`src/rtl/rf_arb_pkg.sv`:
```
// Shared defaults and state type for the register-file write arbiter.
package rf_arb_pkg;
    localparam int DW_DEF = 32;
    localparam int AW_DEF = 5;
    localparam int NREGS  = 2**AW_DEF;

    typedef enum logic {CLEAR, ARB} state_e;
endpackage

```
`src/rtl/rr_arb2.sv`:
```
// Two-way round-robin grant with a last-grant pointer; grants are combinational.
import rf_arb_pkg::*;

module rr_arb2 (
    input  logic clk,
    input  logic rst_n,
    input  logic i_en,
    input  logic i_v0,
    input  logic i_v1,
    output logic o_g0,
    output logic o_g1
);
    logic r_last;

    // Under contention the requester not granted most recently wins.
    always_comb begin
        o_g0 = 1'b0;
        o_g1 = 1'b0;
        if (i_en) begin
            if (i_v0 && i_v1) begin
                o_g0 = r_last;
                o_g1 = !r_last;
            end else begin
                o_g0 = i_v0;
                o_g1 = i_v1;
            end
        end
    end

    always_ff @(posedge clk) begin
        if (!rst_n)
            r_last <= 1'b1;
        else if (o_g0)
            r_last <= 1'b0;
        else if (o_g1)
            r_last <= 1'b1;
    end
endmodule

```
`src/rtl/rf_write_arbiter.sv`:
```
// Arbitrates two register-file write requesters onto one registered write port.
// Optional macro RF_CLEAR_EN: zero every register after reset before arbitration starts.
import rf_arb_pkg::*;

module rf_write_arbiter #(
    parameter int DW = DW_DEF,
    parameter int AW = AW_DEF
) (
    input  logic          clk,
    input  logic          rst_n,
    input  logic          req0_valid,
    input  logic [AW-1:0] req0_wn,
    input  logic [DW-1:0] req0_wd,
    output logic          req0_ready,
    input  logic          req1_valid,
    input  logic [AW-1:0] req1_wn,
    input  logic [DW-1:0] req1_wd,
    output logic          req1_ready,
    output logic [AW-1:0] rf_wn,
    output logic [DW-1:0] rf_wd,
    output logic          rf_w,
    output logic          busy
);
    logic          w_arb_en;
    logic          w_g0;
    logic          w_g1;
    logic          r_w;
    logic [AW-1:0] r_wn;
    logic [DW-1:0] r_wd;

`ifdef RF_CLEAR_EN
    state_e        r_state;
    logic [AW:0]   r_cnt;

    assign w_arb_en = rst_n && (r_state == ARB);
    assign busy     = (r_state == CLEAR);
`else
    assign w_arb_en = rst_n;
    assign busy     = 1'b0;
`endif

    rr_arb2 u_arb (
        .clk   (clk),
        .rst_n (rst_n),
        .i_en  (w_arb_en),
        .i_v0  (req0_valid),
        .i_v1  (req1_valid),
        .o_g0  (w_g0),
        .o_g1  (w_g1)
    );

    assign req0_ready = w_g0;
    assign req1_ready = w_g1;

    always_ff @(posedge clk) begin
        if (!rst_n) begin
            r_w  <= 1'b0;
            r_wn <= '0;
            r_wd <= '0;
`ifdef RF_CLEAR_EN
            r_state <= CLEAR;
            r_cnt   <= '0;
`endif
        end
`ifdef RF_CLEAR_EN
        // Counter MSB marks the sweep done; one extra cycle keeps busy up while the last write shows.
        else if (r_state == CLEAR) begin
            if (!r_cnt[AW]) begin
                r_w   <= 1'b1;
                r_wn  <= r_cnt[AW-1:0];
                r_wd  <= '0;
                r_cnt <= r_cnt + (AW+1)'(1);
            end else begin
                r_w     <= 1'b0;
                r_state <= ARB;
            end
        end
`endif
        else begin
            r_w <= w_g0 | w_g1;
            if (w_g0) begin
                r_wn <= req0_wn;
                r_wd <= req0_wd;
            end else if (w_g1) begin
                r_wn <= req1_wn;
                r_wd <= req1_wd;
            end
        end
    end

    assign rf_w  = r_w;
    assign rf_wn = r_wn;
    assign rf_wd = r_wd;
endmodule
```
`config.mk`:
```
export PLATFORM = sky130hd
export DESIGN_NAME = rf_write_arbiter
export DESIGN_NICKNAME = d
export VERILOG_FILES = /design/src/rtl/rf_arb_pkg.sv /design/src/rtl/rr_arb2.sv /design/src/rtl/rf_write_arbiter.sv
export SDC_FILE = /design/constraint.sdc
export NUM_CORES = 1
export LEC_CHECK = 0
export BUFFER_PORTS_ARGS = -buffer_cell sky130_fd_sc_hd__buf_2
export CAP_MARGIN = 5
export CORE_AREA = 2 2 84 86
export DETAILED_ROUTE_END_ITERATION = 10
export DIE_AREA = 0 0 86 88
export MAX_ROUTING_LAYER = met4
export REMOVE_ABC_BUFFERS = 1
export SLEW_MARGIN = 20
export SYNTH_ARGS = -nofsm -noshare
export SYNTH_HDL_FRONTEND = slang
export SYNTH_SLANG_ARGS = --single-unit
```
`constraint.sdc`:
```
create_clock -name clk -period 1.75 [get_ports clk]
set_input_delay 0.35 -clock clk [delete_from_list [all_inputs] [get_ports clk]]
set_output_delay 0.35 -clock clk [all_outputs]
set_load 0.01 [all_outputs]
```
### Yosys cells after proc, flatten, opt, wreduce, memory -nomap -nowiden

Cells that the tools add are included.

* output and inout port bits: 41
* word-level logic and storage cells: 18
* register bits: 39
* bits of input ports: 78

* muxes and demuxes: 10
* bitwise logic cells: 1
* reductions and logical operators: 3

Operator list (number)
* $mux 32: 2
* $mux 5: 2
* $mux 1: 6
* $reduce_bool 2->1: 1
* $logic_and 1x1->1: 1
* $logic_not 1->1: 1
* $or 1x1->1: 1

### Longest topological paths before layout

Gate-level depths: netlist (run 1).

* depth after elaboration: 5
* gate-level depth with buffers: 5
* depth with buffers taken out: 3

### By module

From an unflattened synthesis (run 1), not the netlist that was laid out.

* cells, all modules: 176
* area, all modules: 2035.7 um^2

By module, submodules not included
* rf_write_arbiter: area each 1979.4 um^2, sequential area each 760.7 um^2, cells each 168, times used 1
* rr_arb2: area each 56.3 um^2, sequential area each 20.0 um^2, cells each 8, times used 1

### Worst setup path before layout (run 1)

Ideal clock, no wire load.

* path type: input -> output
* start: in rst_n
* end: out req1_ready
* cell stages on the path: 4
* required time: 1.400 ns
* setup slack: 0.240 ns
* arrival: 1.160 ns
* path buffers: 3
* path through: buf_2 > buf_2 > buf_1 > and3_1

* word-level cells in the longest chain between the ends: 1

RTL lines
* start, declared: line rf_write_arbiter.sv:10 `input logic rst_n,`
* $mux 1: line rr_arb2.sv:19 `if (i_en) begin`
* end, declared: line rf_write_arbiter.sv:18 `output logic req1_ready,`

Every way passes these cells.

### Final worst setup path (run 1)

* start: reg u_arb.r_last
* end: out req0_ready

* word-level cells in the longest chain between the ends: 2

RTL lines
* start, declared: line rr_arb2.sv:13 `logic r_last;`
* start signal, assigned: line rr_arb2.sv:32 `r_last <= 1'b1;`
* start signal, assigned: line rr_arb2.sv:34 `r_last <= 1'b0;`
* start signal, assigned: line rr_arb2.sv:36 `r_last <= 1'b1;`
* $mux 1: line rr_arb2.sv:20 `if (i_v0 && i_v1) begin`
* $mux 1: line rr_arb2.sv:19
* end, declared: line rf_write_arbiter.sv:14 `output logic req0_ready,`

Every way passes these cells.

==> results of run 1 <==
metal layers:
| metal | share of wire, % | global-route usage (%) |
|---|---|---|
| met5 | 0 | - |
| met4 | 0.62 | 3.46 |
| met3 | 6.9 | 3.86 |
| met2 | 44 | 25.8 |
| met1 | 48 | 23.9 |
registers in the layout, indices dropped and copies added (netlist names):
name          count
rf_wd            32
rf_wn             5
rf_w              1
u_arb.r_last      1
kinds of logic after synthesis:
kind of cell / after synthesis
other: 1
AND/OR/NAND/NOR: 80
AO/OA/AOI/OAI: 76
flip-flops: 39
buffers and inverters: 34
cell usage after synthesis:
master	number	area (sq um)
and3_1	1	6.26
buf_1	2	7.51
buf_2	6	30.0
buf_4	1	7.51
buf_6	3	33.8
clkbuf_1	20	75.1
clkbuf_2	1	5.00
conb_1	1	3.75
dfxtp_1	39	781
inv_2	1	3.75
nand2_1	76	285
nor2_1	1	3.75
nor2b_1	1	6.26
nor3b_4	1	18.8
o2111ai_1	37	324
o211a_1	1	10.0
o21ai_0	1	5.00
o311ai_0	17	149
o311ai_1	20	175
cell type report:
cell class                 count  area (sq um)  share of cell area [%]
clock buffer                   5          68.8                    2.58
clock inverter                 3          20.0                   0.750
inverter                       1          3.75                   0.141
multi-input combinational    157           990                    37.1
sequential                    39           781                    29.3
tap                           80           100                    3.75
timing repair buffer         133           706                    26.4
power breakdown:
| part | switching (W) | leakage, nW | internal [W] | total, W |
|---|---|---|---|---|
| clock | 0.000339 | 0.0402 | 0.000278 | 0.000617 |
| combinational | 0.000261 | 0.802 | 0.000207 | 0.000468 |
| sequential | 0.0000437 | 0.326 | 0.000973 | 0.00102 |
through the flow:
step	setup WS (ns)	area [sq um]	power (W)	utilization, %	TNS [ns]
global placement	0.262	2580	0.00150	38.8	0
finish	0.226	2670	0.00210	40.2	0
global route	0.135	2670	0.00222	40.2	0
CTS	0.192	2670	0.00214	40.2	0
detailed placement	0.192	2580	0.00151	38.8	0
floorplan	-0.337	1770	0.00122	-	-11.62
critical path: cells and delay by family (launching register included):
| family | cells | cell delay (ns) |
|---|---|---|
| DFF | 1 | 0.42 |
| AOI/OAI and AO/OA | 1 | 0.29 |
| buffers and inverters | 1 | 0.17 |
how the worst min path moves through the flow:
stage                                 from  slack [ns]                   endpoint
floorplan                            rst_n        0.41  u_arb.r_last$_SDFFE_PN1P_
global route                   req1_wd[10]        0.32     rf_wd[10]$_SDFFE_PN0P_
global placement    rf_wd[13]$_SDFFE_PN0P_        0.44     rf_wd[13]$_SDFFE_PN0P_
CTS                            req1_wd[20]        0.31     rf_wd[20]$_SDFFE_PN0P_
finish                          req1_wd[9]        0.32      rf_wd[9]$_SDFFE_PN0P_
detailed placement  rf_wd[17]$_SDFFE_PN0P_        0.44     rf_wd[17]$_SDFFE_PN0P_
==> results.sh, run 1 <==
export IMPL_status="finished clean"
export IMPL_antenna_found_initial=0
export IMPL_crit_end="req0_ready"
export IMPL_critical_path_max_stage_delay_ns=0.42
export IMPL_crit_chain="o211a_1, buf_2"
export IMPL_grt_setup_unrepaired="false"
export IMPL_io_pins=119
export IMPL_drc=0
export IMPL_nets=415
export IMPL_core_sq_um=6640
export IMPL_grt_start_max_net_pins=40
export IMPL_fillCellCount=715
export IMPL_place_inst=410
export IMPL_finalSetupViolations=0
export IMPL_final_cell_mix="buf_2 (117), nand2_1 (76), dfxtp_1 (39)"
export IMPL_drive_gt1_share_pct=42.6
export IMPL_gp_congestion=0.742
export IMPL_synthMuxAreaShare_pct=0
export IMPL_cts_resized=0
export IMPL_synth_compound_area_share_pct=34.3
export IMPL_fmax_ghz=0.656
export IMPL_path_class="register to output pin"
export IMPL_grt_ovfl_total=0
export IMPL_wl_um=6440
export IMPL_hold_class="input pin to register"
export IMPL_startpoint="u_arb.r_last$_SDFFE_PN1P_"
export IMPL_fp_row_count=30
export IMPL_yosys_area_share_simple_pct=16.6
export IMPL_synthXorXnorAreaFrac_pct=0
export IMPL_track_usage_pct=17.2
export IMPL_synth_cell_types=19
export IMPL_mostFrequentLayoutCell="buf_2"
export IMPL_io_buffers=117
export IMPL_cts_htree_levels=2
export IMPL_yosysSeqAreaShare_pct=40.4
export IMPL_holdBufCountCts=0
export IMPL_hold_viol=0
export IMPL_crit_arrival_ns=1.17
export IMPL_ant_nets=0
export IMPL_r2r_setup_slack_ns=0.40
export IMPL_r2r_cells=3
export IMPL_period_minus_slack_ns=1.52
export IMPL_synth_area_sq_um=1930
export IMPL_cts_made_buffers=5
export IMPL_diodes=0
export IMPL_chipWidth_um=86
export IMPL_syn_inst=230
export IMPL_cpMaxStageDelayCell="dfxtp_1"
export IMPL_wl_per_cell_um=15.4
export IMPL_required_ns=1.40
export IMPL_synthAdderAreaFrac_pct=0
export IMPL_end_kind="output pin"
export IMPL_ctsRootBufferMaster="clkbuf_8"
export IMPL_cts_sinks=39
export IMPL_powerDensity_nw_per_um2=788
export IMPL_p_leak_nw=1.17
export IMPL_vdd_drop_max_uv=256
export IMPL_holdWs_ns=0.322
export IMPL_ys_seq_elements=39
export IMPL_routed_via_count=2273
export IMPL_r2r_start="u_arb.r_last$_SDFFE_PN1P_"
export IMPL_die_h_um=88
export IMPL_first_pass_iters=4
export IMPL_r2r_end="rf_wn[1]$_SDFFE_PN0P_"
export IMPL_cp_max_fo=6
export IMPL_holdPathStages=3
export IMPL_grt_pass1_vias=2066
export IMPL_grt_pass1_wl_um=10200
export IMPL_synth_avg_cell_area_sq_um=8.39
export IMPL_initial_core_util_pct=29.1
export IMPL_cts_buffer_depth=2
export IMPL_yosysWarnings=0
export IMPL_viasPerCell=5.44
export IMPL_period_share_pct=87.1
export IMPL_cts_tree="built"
export IMPL_syn_to_final_growth_pct=38.2
export IMPL_synth_top_family_by_area="compound AO/OA/AOI/OAI gates"
export IMPL_slew_violations=0
export IMPL_insertion_delay_ns=0.29
export IMPL_die_area_sq_um=7570
export IMPL_crit_path_start_kind="register"
export IMPL_hpwl_um=4460
export IMPL_final_cells=418
export IMPL_drt_iter0_drc=111
export IMPL_clkTransAtPathRegs_ns=0.08
export IMPL_cap_viol_max_count=0
export IMPL_skew_ns=0.00642
export IMPL_post_cts_buffers=0
No activity file was read; power rests on OpenSTA's default activity.
==> run 2: changes to the inputs <==
- CAP_MARGIN: 5 -> 20
- PLACE_DENSITY_LB_ADDON: default -> 0.05
==> results.sh, run 2 (same netlist as run 1, synthesis figures left out) <==
export IMPL_status="finished clean"
export IMPL_vdd_drop_max_uv=290
export IMPL_cts_tree="built"
export IMPL_cts_resized=0
export IMPL_hold_start="req1_wd[22]"
export IMPL_final_util_pct=41.2
export IMPL_grt_start_max_net_pins=38
export IMPL_cts_made_buffers=5
export IMPL_powerDensity_nw_per_um2=839
export IMPL_first_pass_iters=4
export IMPL_mostFrequentLayoutCell="buf_2"
export IMPL_post_cts_buffers=0
export IMPL_fin_ws_ns=0.174
export IMPL_io_buffers=117
export IMPL_io_pins=119
export IMPL_insertion_delay_ns=0.29
export IMPL_finalSetupViolations=0
export IMPL_drt_iter0_drc=108
export IMPL_r2r_setup_slack_ns=0.41
export IMPL_r2r_end="rf_wd[25]$_SDFFE_PN0P_"
export IMPL_end_kind="output pin"
export IMPL_chipWidth_um=86
export IMPL_die_h_um=88
export IMPL_hold_end="rf_wd[22]$_SDFFE_PN0P_"
export IMPL_slew_violations=0
export IMPL_critical_path_max_stage_delay_ns=0.38
export IMPL_fillCellCount=704
export IMPL_initial_core_util_pct=29.1
export IMPL_final_cell_mix="buf_2 (117), nand2_1 (76), dfxtp_1 (39)"
export IMPL_diodes=0
export IMPL_crit_path_start_kind="register"
export IMPL_required_ns=1.40
export IMPL_clkTransAtPathRegs_ns=0.09
export IMPL_p_leak_nw=1.20
export IMPL_cts_buffer_depth=2
export IMPL_ctsRootBufferMaster="clkbuf_8"
export IMPL_period_share_pct=90.0
export IMPL_gp_congestion=0.731
export IMPL_track_usage_pct=18.3
export IMPL_r2r_start="u_arb.r_last$_SDFFE_PN1P_"
export IMPL_crit_arrival_ns=1.23
export IMPL_routed_via_count=2243
export IMPL_path_class="register to output pin"
export IMPL_grt_pass1_wl_um=10800
export IMPL_drive_gt1_share_pct=42.6
export IMPL_holdPathStages=3
export IMPL_period_minus_slack_ns=1.58
export IMPL_viasPerCell=5.37
export IMPL_holdWs_ns=0.324
export IMPL_cts_htree_levels=2
export IMPL_power_w=0.00230
export IMPL_cp_max_fo=10
export IMPL_fp_row_count=30
export IMPL_largest_register_ffs=32
export IMPL_hpwl_um=4430
export IMPL_grt_pass1_vias=2221
export IMPL_setup_tns_ns=0
export IMPL_syn_to_final_growth_pct=41.7
export IMPL_cap_viol_max_count=0
export IMPL_antenna_found_initial=0
export IMPL_hold_viol=0
export IMPL_hold_class="input pin to register"
export IMPL_skew_ns=0.0105
export IMPL_crit_chain="buf_4, nand2_1, and3_1, buf_2"
export IMPL_core_sq_um=6640
export IMPL_r2r_cells=3
export IMPL_die_area_sq_um=7570
export IMPL_holdBufCountCts=0
export IMPL_grt_setup_unrepaired="false"
export IMPL_fmax_ghz=0.635
export IMPL_wl_per_cell_um=16.0
export IMPL_drc=0
export IMPL_wl_um=6670
export IMPL_grt_ovfl_total=0
export IMPL_nets=415
export IMPL_cts_sinks=39
export IMPL_pre_cts_slack_ns=0.222
export IMPL_cpMaxStageDelayCell="dfxtp_1"
export IMPL_ant_nets=0
-- run 2: how the worst max path moves through the flow --
stage | from | end | slack (ns) | cells after the start
floorplan | u_arb.r_last$_SDFFE_PN1P_ | rf_wd[0]$_SDFFE_PN0P_ | -0.34 | 2
global placement | req0_valid | req0_ready | 0.26 | 3
detailed placement | req0_valid | rf_wd[25]$_SDFFE_PN0P_ | 0.22 | 4
CTS | u_arb.r_last$_SDFFE_PN1P_ | req1_ready | 0.15 | 4
global route | u_arb.r_last$_SDFFE_PN1P_ | req1_ready | 0.08 | 4
finish | u_arb.r_last$_SDFFE_PN1P_ | req1_ready | 0.17 | 4
-- run 2: critical path: cells and delay by family, from the launching register on --
family / cells / cell delay [ns]
and+or+nand+nor: 2 / 0.24
DFF: 1 / 0.38
buffers and inverters: 2 / 0.31
-- run 2: through the flow --
stage	instances	cell area (sq um)
finish	418	2740
global route	418	2740
CTS	418	2740
detailed placement	410	2620
global placement	410	2620
floorplan	197	1770
-- run 2: area by class of cell --
type / count / area, sq um / area share [%]
multi-input cells: 157 / 990 / 36.2
repair buffers: 133 / 743 / 27.2
clock inverters: 2 / 35.0 / 1.28
inverters: 1 / 3.75 / 0.137
clock buffers: 6 / 82.6 / 3.02
flip-flops and latches: 39 / 781 / 28.5
well taps: 80 / 100 / 3.66
-- run 2: where the power goes --
part	switching (W)	internal (W)	leakage [nW]
Combinational	0.000267	0.000215	0.814
Sequential	0.0000419	0.000973	0.326
Clock	0.000336	0.000462	0.0612
Total	0.000645	0.00165	1.20
-- run 2: layer usage --
metal	track usage [%]	up-vias	share of wire [%]
met5	-	-	0
met1	23.9	1043	47
li1	-	1110	-
met2	29.2	88	47
met4	3.03	0	0.34
met3	4.52	2	6.2
